===== config.mk =====
export PLATFORM = sky130hd
export DESIGN_NAME = alu_regfile_pipe
export DESIGN_NICKNAME = d
export VERILOG_FILES = /design/src/rtl/alu_regfile_pkg.sv /design/src/rtl/alu_regfile_pipe_alu.sv /design/src/rtl/alu_regfile_pipe.sv
export SDC_FILE = /design/constraint.sdc
export NUM_CORES = 1
export LEC_CHECK = 0
export CAP_MARGIN = 25
export CELL_PAD_IN_SITES_DETAIL_PLACEMENT = 0
export CELL_PAD_IN_SITES_GLOBAL_PLACEMENT = 1
export CORE_MARGIN = 10
export CORE_UTILIZATION = 51
export CTS_CLUSTER_DIAMETER = 120
export DETAILED_ROUTE_END_ITERATION = 10
export PLACE_DENSITY_LB_ADDON = 0.1
export SYNTH_ARGS = -nofsm -noshare
export SYNTH_HDL_FRONTEND = slang
export SYNTH_SLANG_ARGS = --single-unit

===== constraint.sdc =====
create_clock -name clk -period 8.3 [get_ports clk]
set_clock_uncertainty 0.2 [all_clocks]
set_input_delay 0.83 -clock clk [delete_from_list [all_inputs] [get_ports clk]]
set_output_delay 0.83 -clock clk [all_outputs]
set_load 0.02 [all_outputs]

===== src/rtl/alu_regfile_pkg.sv =====
// Shared definitions for the ALU/register-file pipeline.
//   alu_op_e   : 3-bit ALU operation encodings
//   FLAG_ZERO  : bit position of the zero flag in the ALU flag vector
//   FLAG_CARRY : bit position of the carry / no-borrow flag
package alu_regfile_pkg;

  typedef enum logic [2:0] {
    OP_AND    = 3'b000,
    OP_OR     = 3'b001,
    OP_NAND   = 3'b010,
    OP_NOR    = 3'b011,
    OP_ADD    = 3'b100,
    OP_SUB    = 3'b101,
    OP_XOR    = 3'b110,
    OP_PASS_B = 3'b111
  } alu_op_e;

  localparam int FLAG_ZERO  = 0;
  localparam int FLAG_CARRY = 1;
  localparam int NFLAGS     = 2;

endpackage


===== src/rtl/alu_regfile_pipe_alu.sv =====
// alu_core: purely combinational ALU.
//   i_a, i_b  : operands (WIDTH bits)
//   i_op      : operation (alu_op_e encoding)
//   o_result  : result, modulo 2^WIDTH
//   o_flags   : [FLAG_ZERO] result==0, [FLAG_CARRY] ADD carry-out / SUB no-borrow
module alu_core
  import alu_regfile_pkg::*;
#(
  parameter int WIDTH = 8
) (
  input  logic [WIDTH-1:0]  i_a,
  input  logic [WIDTH-1:0]  i_b,
  input  logic [2:0]        i_op,
  output logic [WIDTH-1:0]  o_result,
  output logic [NFLAGS-1:0] o_flags
);

  logic [WIDTH:0]   w_sum;
  logic [WIDTH-1:0] w_res;
  logic             w_carry;

  always_comb begin
    w_sum   = '0;
    w_res   = '0;
    w_carry = 1'b0;
    case (i_op)
      OP_AND:    w_res = i_a & i_b;
      OP_OR:     w_res = i_a | i_b;
      OP_NAND:   w_res = ~(i_a & i_b);
      OP_NOR:    w_res = ~(i_a | i_b);
      OP_ADD: begin
        w_sum   = {1'b0, i_a} + {1'b0, i_b};
        w_res   = w_sum[WIDTH-1:0];
        w_carry = w_sum[WIDTH];
      end
      // Two's-complement subtract; the carry-out is the no-borrow indication.
      OP_SUB: begin
        w_sum   = {1'b0, i_a} + {1'b0, ~i_b} + {{WIDTH{1'b0}}, 1'b1};
        w_res   = w_sum[WIDTH-1:0];
        w_carry = w_sum[WIDTH];
      end
      OP_XOR:    w_res = i_a ^ i_b;
      default:   w_res = i_b;
    endcase
  end

  always_comb begin
    o_result              = w_res;
    o_flags               = '0;
    o_flags[FLAG_ZERO]    = (w_res == '0);
    o_flags[FLAG_CARRY]   = w_carry;
  end

endmodule


===== src/rtl/alu_regfile_pipe.sv =====
// alu_regfile_pipe: register file plus two-stage (EX -> WB) ALU pipeline
// with valid/ready handshakes on both sides.
//   clk, rst                 : clock, asynchronous active-high reset
//   in_valid / in_ready      : instruction handshake
//   op, rs1, rs2, rd         : operation and register indices
//   use_imm, imm             : select immediate as operand B
//   wr_en                    : write result back to reg[rd]
//   out_valid / out_ready    : result handshake
//   out_result, out_zero, out_carry : result and flags held in WB
//   dbg_addr / dbg_data      : combinational register read-back
module alu_regfile_pipe
  import alu_regfile_pkg::*;
#(
  parameter  int WIDTH = 8,
  parameter  int NREGS = 8,
  localparam int AW    = $clog2(NREGS)
) (
  input  logic             clk,
  input  logic             rst,
  input  logic             in_valid,
  output logic             in_ready,
  input  logic [2:0]       op,
  input  logic [AW-1:0]    rs1,
  input  logic [AW-1:0]    rs2,
  input  logic [AW-1:0]    rd,
  input  logic             use_imm,
  input  logic [WIDTH-1:0] imm,
  input  logic             wr_en,
  output logic             out_valid,
  input  logic             out_ready,
  output logic [WIDTH-1:0] out_result,
  output logic             out_zero,
  output logic             out_carry,
  input  logic [AW-1:0]    dbg_addr,
  output logic [WIDTH-1:0] dbg_data
);

  logic [WIDTH-1:0]  r_regs [NREGS];

  logic              r_vld_p0;
  logic [WIDTH-1:0]  r_a_p0;
  logic [WIDTH-1:0]  r_b_p0;
  logic [2:0]        r_op_p0;
  logic [AW-1:0]     r_rd_p0;
  logic              r_wr_p0;

  logic              r_vld_p1;
  logic [WIDTH-1:0]  r_res_p1;
  logic              r_zero_p1;
  logic              r_carry_p1;

  logic              w_adv_p0;
  logic              w_accept;
  logic              w_wb_write;
  logic [WIDTH-1:0]  w_alu_res;
  logic [NFLAGS-1:0] w_alu_flags;
  logic [WIDTH-1:0]  w_rs1_val;
  logic [WIDTH-1:0]  w_rs2_val;
  logic [WIDTH-1:0]  w_a;
  logic [WIDTH-1:0]  w_b;

  alu_core #(.WIDTH(WIDTH)) u_alu (
    .i_a      (r_a_p0),
    .i_b      (r_b_p0),
    .i_op     (r_op_p0),
    .o_result (w_alu_res),
    .o_flags  (w_alu_flags)
  );

  assign w_adv_p0   = r_vld_p0 && (!r_vld_p1 || out_ready);
  assign in_ready   = !rst && (!r_vld_p0 || w_adv_p0);
  assign w_accept   = in_valid && in_ready;
  assign w_wb_write = w_adv_p0 && r_wr_p0 && (r_rd_p0 != '0);

  assign w_rs1_val  = (rs1 == '0) ? '0 : r_regs[rs1];
  assign w_rs2_val  = (rs2 == '0) ? '0 : r_regs[rs2];

  // The writing instruction leaves EX on the same edge this one is
  // captured, so its result is not in the register file yet: bypass it.
  assign w_a = (w_wb_write && (rs1 == r_rd_p0)) ? w_alu_res : w_rs1_val;
  assign w_b = use_imm ? imm :
               ((w_wb_write && (rs2 == r_rd_p0)) ? w_alu_res : w_rs2_val);

  assign dbg_data   = (dbg_addr == '0) ? '0 : r_regs[dbg_addr];

  assign out_valid  = r_vld_p1;
  assign out_result = r_res_p1;
  assign out_zero   = r_zero_p1;
  assign out_carry  = r_carry_p1;

  // Register file: written as the instruction moves from EX to WB.
  always_ff @(posedge clk or posedge rst) begin
    if (rst) begin
      for (int i = 0; i < NREGS; i++) r_regs[i] <= '0;
    end else if (w_wb_write) begin
      r_regs[r_rd_p0] <= w_alu_res;
    end
  end

  // ---- stage p0 (EX): operand capture ----
  always_ff @(posedge clk or posedge rst) begin
    if (rst)           r_vld_p0 <= 1'b0;
    else if (w_accept) r_vld_p0 <= 1'b1;
    else if (w_adv_p0) r_vld_p0 <= 1'b0;
  end

  always_ff @(posedge clk) begin
    if (w_accept) begin
      r_a_p0  <= w_a;
      r_b_p0  <= w_b;
      r_op_p0 <= op;
      r_rd_p0 <= rd;
      r_wr_p0 <= wr_en;
    end
  end

  // ---- stage p1 (WB): result and flags, held while the consumer stalls ----
  always_ff @(posedge clk or posedge rst) begin
    if (rst) begin
      r_vld_p1   <= 1'b0;
      r_res_p1   <= '0;
      r_zero_p1  <= 1'b0;
      r_carry_p1 <= 1'b0;
    end else if (w_adv_p0) begin
      r_vld_p1   <= 1'b1;
      r_res_p1   <= w_alu_res;
      r_zero_p1  <= w_alu_flags[FLAG_ZERO];
      r_carry_p1 <= w_alu_flags[FLAG_CARRY];
    end else if (out_ready) begin
      r_vld_p1   <= 1'b0;
    end
  end

endmodule


==> results of run 1 <==
[registers in the layout, indices dropped and copies added (netlist names)]
signal      cells
out_carry       1
out_result      8
out_valid       1
out_zero        1
r_a_p0          8
r_b_p0          8
r_op_p0         3
r_rd_p0         3
r_regs         64
r_vld_p0        1
r_wr_p0         1
[path summary, 6_finish.rpt]
kind,endpoint,slack [ns],cells after the start
setup / recovery,dbg_data[4],3.67,5
hold / removal,r_regs[62],0.20,0
setup reg to reg,r_b_p0[4],5.05,9
hold reg to reg,r_regs[62],0.20,0
max in group asynchronous,r_regs[52],6.75,4
min in group asynchronous,out_result[4],0.58,3
[power groups by stage]
stage / registers (W) / clock network (W) / logic, W
CTS: 0.000676 / 0.000466 / 0.000457
detailed placement: 0.000685 / 0 / 0.000456
global placement: 0.000676 / 0 / 0.000445
global route: 0.000689 / 0.000484 / 0.000501
finish: 0.000678 / 0.000460 / 0.000457
floorplan: 0.000668 / 0 / 0.000319
[through the flow]
| stage | std cells | hold WS, ns | setup WS, ns | util [%] | power [W] |
|---|---|---|---|---|---|
| after detailed placement | 816 | 0.184 | 3.76 | 56.9 | 0.00114 |
| after global routing | 836 | 0.217 | 3.52 | 59.9 | 0.00167 |
| after floorplan | 641 | 0.241 | 5.00 | - | 0.000987 |
| after CTS | 832 | 0.199 | 3.75 | 59.5 | 0.00160 |
| final | 836 | 0.202 | 3.67 | 59.9 | 0.00159 |
| after global placement | 815 | 0.177 | 3.79 | 56.7 | 0.00112 |
[worst register-to-register path: cells and delay by family (launching register included)]
| family | cells | cell delay [ns] |
|---|---|---|
| adders and majority gates | 2 | 0.73 |
| DFF | 1 | 0.47 |
| AOI/OAI and AO/OA | 6 | 1.58 |
| and+or+nand+nor | 1 | 0.11 |
[routing by layer]
layer  GRT usage [%]  part of all wire [%]  vias up
met5               0                     0        -
met1            28.0                    44     2640
met4            4.61                   1.1        0
met2            32.1                    49      174
met3            4.78                   5.8       19
li1                -                     -     2411
[placed cells by master, fill, tap and decap left out, types with 3 or more instances in the layout]
| cell | Yosys | layout |
|---|---|---|
| sky130_fd_sc_hd__a211oi_1 | 7 | 7 |
| sky130_fd_sc_hd__a21o_1 | 5 | 5 |
| sky130_fd_sc_hd__a21oi_1 | 40 | 40 |
| sky130_fd_sc_hd__a221o_1 | 8 | 8 |
| sky130_fd_sc_hd__a221oi_1 | 8 | 8 |
| sky130_fd_sc_hd__a311o_1 | 3 | 3 |
| sky130_fd_sc_hd__buf_4 | 3 | 9 |
| sky130_fd_sc_hd__clkbuf_16 | 0 | 10 |
| sky130_fd_sc_hd__clkdlybuf4s50_1 | 0 | 48 |
| sky130_fd_sc_hd__dfrtp_1 | 76 | 76 |
| sky130_fd_sc_hd__edfxtp_1 | 23 | 23 |
| sky130_fd_sc_hd__ha_1 | 25 | 25 |
| sky130_fd_sc_hd__inv_1 | 35 | 34 |
| sky130_fd_sc_hd__inv_2 | 2 | 3 |
| sky130_fd_sc_hd__mux2_2 | 43 | 43 |
| sky130_fd_sc_hd__mux2i_1 | 21 | 21 |
| sky130_fd_sc_hd__mux4_2 | 33 | 33 |
| sky130_fd_sc_hd__nand2_1 | 44 | 44 |
| sky130_fd_sc_hd__nand2b_1 | 4 | 4 |
| sky130_fd_sc_hd__nand3_1 | 4 | 4 |
| sky130_fd_sc_hd__nand3b_1 | 3 | 3 |
| sky130_fd_sc_hd__nand4_1 | 4 | 4 |
| sky130_fd_sc_hd__nor2_1 | 47 | 47 |
| sky130_fd_sc_hd__nor2b_1 | 12 | 12 |
| sky130_fd_sc_hd__nor3_1 | 6 | 6 |
| sky130_fd_sc_hd__nor3b_1 | 3 | 3 |
| sky130_fd_sc_hd__o211ai_1 | 8 | 8 |
| sky130_fd_sc_hd__o21ai_0 | 41 | 41 |
| sky130_fd_sc_hd__o21ai_1 | 9 | 9 |
| sky130_fd_sc_hd__o21ai_2 | 5 | 5 |
| sky130_fd_sc_hd__o22ai_1 | 9 | 9 |
| sky130_fd_sc_hd__xnor2_1 | 4 | 4 |
| sky130_fd_sc_hd__xor2_1 | 6 | 6 |
[cell type report]
class,instances,area (um^2),share of cell area [%]
Clock inverter,6,76.3,0.997
Tap cell,172,215,2.81
Clock buffer,10,250,3.27
Timing Repair Buffer,60,614,8.03
Sequential cell,99,2590,33.9
Multi-Input combinational cell,451,3760,49.1
Inverter,38,145,1.90
[logic make-up (layout without fill, tap and decap cells)]
group                    count (synthesis)  in the layout  share of synthesized area (%)
AND/OR/NAND/NOR                        144            144                           10.4
multiplexers                            97             97                           21.3
buffers and inverters                   91            114                           5.79
XOR/XNOR                                10             10                           1.30
adder cells (fa/ha/maj)                 27             27                           5.23
AO/OA/AOI/OAI                          173            173                           17.5
flip-flops                              99             99                           38.4
==> impl.org, run 1 <==
** Setup path
- STA classifies the critical path startpoint as an input port.
- The signal on the critical path passes through clkdlybuf4s50_1 > inv_1 > a21oi_1 > a221oi_1 > clkdlybuf4s50_1.
- The cell family contributing the most delay on the critical path is buffers and inverters.
- CP max FO :: 25
- Max stage delay on crit path :: 1.02 ns
- The most critical setup path has its startpoint at dbg_addr[2].
- The worst register-to-register path begins at r_b_p0[0].
- In this design, the critical path's most frequently occurring cell is sky130_fd_sc_hd__clkdlybuf4s50_1.
- By startpoint and endpoint, the worst setup path is classified as in2out.
- Capturing element type of the critical path :: output port
- Worst-path cell with the longest stage delay :: sky130_fd_sc_hd__clkdlybuf4s50_1
- Data arrival time of the critical path :: 3.60 ns
- Worst endpoint required time :: 7.27 ns
- Worst path bufs/invs :: 3

** Power and ir drop
- Power per unit of standard cell area :: 208 mW/mm^2
- The internal portion of the total power is 0.00108 W.
- Share of power burned in registers :: 42.5%
- Worst voltage drop across the vdd grid :: 0.151 mV
- Clock network fraction of total power :: 28.8%
- Of the total power, the share spent switching nets is 32.1%.
- Comb pwr share :: 28.6%
- Leakage :: 3.18 nW
- Net switching power :: 0.000512 W

** CTS
- Worst skew pair latency :: 0.36 ns
- Cell chosen for the clock root :: sky130_fd_sc_hd__clkbuf_16
- Post-CTS Resized :: 0
- After clock tree synthesis, the setup repair step added 0 buffers.
- The clock tree synthesis step divided the H-tree into 3 levels.
- Counting the buffers created by CTS gives 9.
- Clock Tree Buf Depth :: 2
- The number of hold buffers added after CTS was 0.
- After clock tree synthesis, the clock-pin slew on the worst setup and hold paths is 0.07 ns.
- TritonCTS built the clock tree.
- CTS sink count :: 99

** Logic synthesis
- Post-synthesis cell count :: 641
- Biggest area consumer among synthesized cells :: sky130_fd_sc_hd__dfrtp_1
- Post-synthesis register bit count :: 99
- For this run, asynchronously set or reset flops after synthesis account for 76.8%.
- Number of synthesized flops with an enable pin :: 23
- Of the post-synthesis cell area, the dominant cell type holds 28.2%.
- In this run the cell area of the synthesized design comes to 0.00674 mm^2.
- The number of nets in the synthesized netlist is 697.
- In this run the mean area of a mapped cell was 10.5 um^2.
- Of the synthesized area, sequential elements account for 38.4%.
- Synthesis warning total :: 0
- In this run, distinct cell masters in the synthesized netlist total 71.
- Counting instances in the post-synthesis netlist gives the leading cell types as sky130_fd_sc_hd__dfrtp_1, sky130_fd_sc_hd__nor2_1, sky130_fd_sc_hd__nand2_1.
- By area the synthesized netlist is led by sky130_fd_sc_hd__dfrtp_1, sky130_fd_sc_hd__mux4_2, sky130_fd_sc_hd__edfxtp_1.
- Yosys instantiated no cell more often than sky130_fd_sc_hd__dfrtp_1.
- Among all flip-flop cells after synthesis, the most frequent one is sky130_fd_sc_hd__dfrtp_1.

** Timing
- Setup repair after global routing left no endpoint under its margin.
- Final critical-path share of the clock period :: 55.8%
- The clock period could shrink to 4.63 ns.
- Measured against its own limit, the worst slew margin works out to 28.4%.
- For the pin with the worst max-slew slack, the measured transition is 1.07 ns.
- Pins Over Slew Limit :: 0
- The final number of hold-violating endpoints was 0.
- Derived from the worst setup path, the maximum achievable clock frequency is 0.216 GHz.
- Setup TNS Final :: 0 ns
- Setup violations remaining at the end of the flow were counted as 0.

** Routing
- Total iterations of the first detailed-routing run :: 5
- Total Routed Length :: 18.3 mm
- In this run, the number of DRC markers left after iteration 0 of detailed routing was 477.
- Post-route ant nets :: 0
- The final route contains 5244 vias.
- Drt drc :: 0
- After detailed routing, the average wire length per cell comes to 21.8 um.
- After detailed routing, the number of vias per cell comes to 6.27.

** Global routing
- GR Util All Layers :: 20.4%
- Pin count of the biggest net entering global routing :: 77
- The via count of the first global-routing pass was 5105.
- Initial antenna violation count :: 0
- Grt ovf :: 0
- First-pass GRT wire length :: 29.3 mm

** Worst hold path
- Hold path startpoint :: r_regs[62]
- The path class of the tightest hold or removal check is reg2reg.

** Run status
- The run finished with clean final reports.

** Finish
- Net count reported at finish :: 715
- Synthesis-to-finish area growth :: 13.5%
- In the final layout, the share of cells above drive strength 1 is 19.3%.
- After routing the design area is 0.00765 mm^2.
- Fill cell total of the finished layout :: 1095
- Ant. Diodes :: 0

** Place
- The placed instances occupy a cell area of 0.00727 mm^2.
- Port buffering added 48 buffers.
- The HPWL after detailed placement is 12.9 mm.
- At the end of routability-driven placement, the weighted congestion stood at 0.849.

** Die
- I/O pin cnt :: 49
- The core region is 0.0128 mm^2.
- In this run the horizontal extent of the chip is 135 um.
- Once the floorplan was initialized, standard cells occupied 52.8% of the core.
- Measured along the y axis, the die boundary spans 135 um.
- Row generation in the floorplan step produced 41 rows.
- The die covers 0.0182 mm^2.

** Job
- Max-capacitance violation count :: 0
Note: power is estimated with default switching activity, not from simulation.
==> inputs of run 2 (changes only) <==
CORE_UTILIZATION = 43   (was 51)
clock period = 4 ns   (was 8.3 ns; I/O delays follow)
==> impl.org, run 2 (synthesis results as in run 1) <==
** Global routing
- Initial antenna violation count :: 0
- The first global-routing pass estimated 30.6 mm of wire.
- Global routing used 18.1% of the available tracks across all layers.
- Global routing finished with a remaining overflow of 0.
- Pin count of the biggest net entering global routing :: 32
- Via count of the first global-routing pass :: 5240

** Timing
- For the pin with the worst max-slew slack, the measured transition is 0.983 ns.
- Setup violations remaining at the end of the flow were counted as 0.
- The final number of hold-violating endpoints came to 0.
- Pins Over Slew Limit :: 0
- Clock period minus worst slack :: 3.30 ns
- The worst pin sits at a relative slew slack of 33.9%.
- Setup TNS Final :: 0 ns
- Final critical-path share of the clock period :: 82.5%
- Setup repair after global routing missed its margin :: no
- Maximum achievable frequency :: 0.303 GHz

** Setup path
- Worst R2R Setup Slack :: 0.79 ns
- CP Capture Point :: dbg_data[6]
- Worst setup path startpoint :: dbg_addr[2]
- Class of the most critical setup path :: in2out
- Source of the worst register-to-register timing path :: r_a_p0[0]
- Worst endpoint required time :: 3.40 ns
- STA classifies the critical path startpoint as an input port.
- The worst register-to-register path ends at out_zero.
- Number of cells traversed by the worst register-to-register path :: 11
- Data arrival time of the critical path :: 2.70 ns
- Capturing element type of the critical path :: output port
- CP max FO :: 12

** Die
- Row count :: 45
- Measured along the x axis, the die boundary spans 145 um.
- The core region is 0.0153 mm^2.
- Vertical extent of the die :: 145 um
- I/O pin cnt :: 49
- Overall die area :: 0.0211 mm^2
- Starting utilization of the core area :: 44.2%

** Finish
- Synthesis-to-finish area growth :: 14.7%
- Most frequent standard cell in the layout excluding fill and tap cells :: sky130_fd_sc_hd__dfrtp_1
- Fraction of layout instances using a drive strength above 1 :: 20.2%
- The number of antenna diodes in the final layout is 0.
- Ranked by flip-flop count, first place goes to r_regs.
- Fill cell total of the finished layout :: 1396
- The register with the most flip-flops in the layout has 64 of them.
- Count of non-filler cells in the finished layout :: 885
- Net count reported at finish :: 725
- Most frequent cells in the layout :: sky130_fd_sc_hd__dfrtp_1, sky130_fd_sc_hd__clkdlybuf4s50_1, sky130_fd_sc_hd__nor2_1, sky130_fd_sc_hd__nand2_1, sky130_fd_sc_hd__mux2_2

** Place
- HPWL reported at the end of detailed placement :: 13.9 mm
- Routability congestion estimate from global placement :: 0.874
- Once placement completed, the tool counted placed cells totaling 868.
- In this run the tool buffered the top-level ports with 48 buffer cells.

** CTS
- Number of post-CTS setup repair buffers :: 0
- For this design, the CTS-stage hold fixing added 0 buffers.
- TritonCTS clock tree :: yes
- CTS HTree Levels :: 3
- Clock slew seen by the registers of the worst setup and hold paths :: 0.06 ns
- Clock Tree Buf Depth :: 2
- The tree built by TritonCTS fans out to 99 sinks.
- CTS Buf Count :: 9
- Worst skew pair latency :: 0.36 ns
- In this run, post-CTS repair resized a total of 0 instances.
- Cell chosen for the clock root :: sky130_fd_sc_hd__clkbuf_16

** Job
- Across the run, the number of max-cap violations was 0.

** Power and ir drop
- Worst voltage drop across the vdd grid :: 0.207 mV
- Power per unit of standard cell area :: 429 mW/mm^2
- The analysis attributes to cell leakage a power of 3.21 nW.

** Routing
- For this block, the initial DRC count from the detailed router was 312.
- After detailed routing, the number of remaining DRC violations is 0.
- The detail route stage leaves a number of antenna-violating nets equal to 0.
- Total iterations of the first detailed-routing run :: 5
- Dividing the detail-routed wire length by the instance count gives 21.7 um.
- Via count :: 5237
- Number of vias per cell after detailed routing :: 5.92
- After detailed routing, the total wire length is 19.2 mm.

** Worst hold path
- Min-delay worst type :: reg2reg

** Run status
- The run finished with clean final reports.
run 2: changes by cell type in the layout (fill, tap and decap cells not counted), sizes merged:
cell,before,now
buf,12,22
inv,41,38
clkbuf,10,13
clkinv,2,1
clkinvlp,0,1
run 2: worst min-delay path by stage:
stage,endpoint,cells after the start,startpoint,slack [ns]
floorplan,r_regs[56],1,r_regs[56],0.24
global placement,r_regs[58],0,r_regs[58],0.18
detailed placement,r_regs[61],0,r_regs[61],0.18
CTS,r_regs[61],0,r_regs[61],0.20
global route,r_regs[59],0,r_regs[59],0.21
finish,r_regs[56],0,r_regs[56],0.20
run 2: where the power goes:
part	total [W]	switching, W	leakage [nW]	internal, W
clock	0.000951	0.000390	0.156	0.000561
combinational	0.000965	0.000474	1.87	0.000491
sequential	0.00140	0.000179	1.19	0.00122
total	0.00332	0.00104	3.21	0.00227
run 2: area by class of cell:
class,count,area [um^2],area share [%]
clock inverter,3,42.5,0.550
multi-input combinational,451,3760,48.6
inverter,38,145,1.88
clock buffer,13,283,3.66
tap,211,264,3.41
timing repair buffer,70,646,8.35
sequential,99,2590,33.5
run 2: worst max-delay path, cell delays in order:
cell	delay (ns)
sky130_fd_sc_hd__clkdlybuf4s50_1	0.71
sky130_fd_sc_hd__inv_1	0.07
sky130_fd_sc_hd__a21oi_1	0.63
sky130_fd_sc_hd__a221oi_1	0.27
sky130_fd_sc_hd__clkdlybuf4s50_1	0.61
run 2: per-stage QoR:
| step | area, um^2 | utilization, % | total power (W) | hold slack, ns | setup WS (ns) |
|---|---|---|---|---|---|
| 2_1_floorplan | 6740 | - | 0.00205 | 0.241 | 1.19 |
| 6_report | 7730 | 50.7 | 0.00332 | 0.203 | 0.701 |
| 5_1_grt | 7730 | 50.7 | 0.00349 | 0.211 | 0.558 |
| 3_5_place_dp | 7400 | 48.5 | 0.00238 | 0.184 | 0.712 |
| 3_3_place_gp | 7400 | 48.5 | 0.00235 | 0.177 | 0.703 |
| 4_1_cts | 7730 | 50.6 | 0.00332 | 0.201 | 0.707 |
run 2: layer usage:
layer	vias up	track usage [%]	part of all wire, %
met4	0	4.70	1.3
met3	20	3.04	4.1
li1	2420	-	-
met1	2668	23.0	44
met2	129	31.3	51
met5	-	0	0
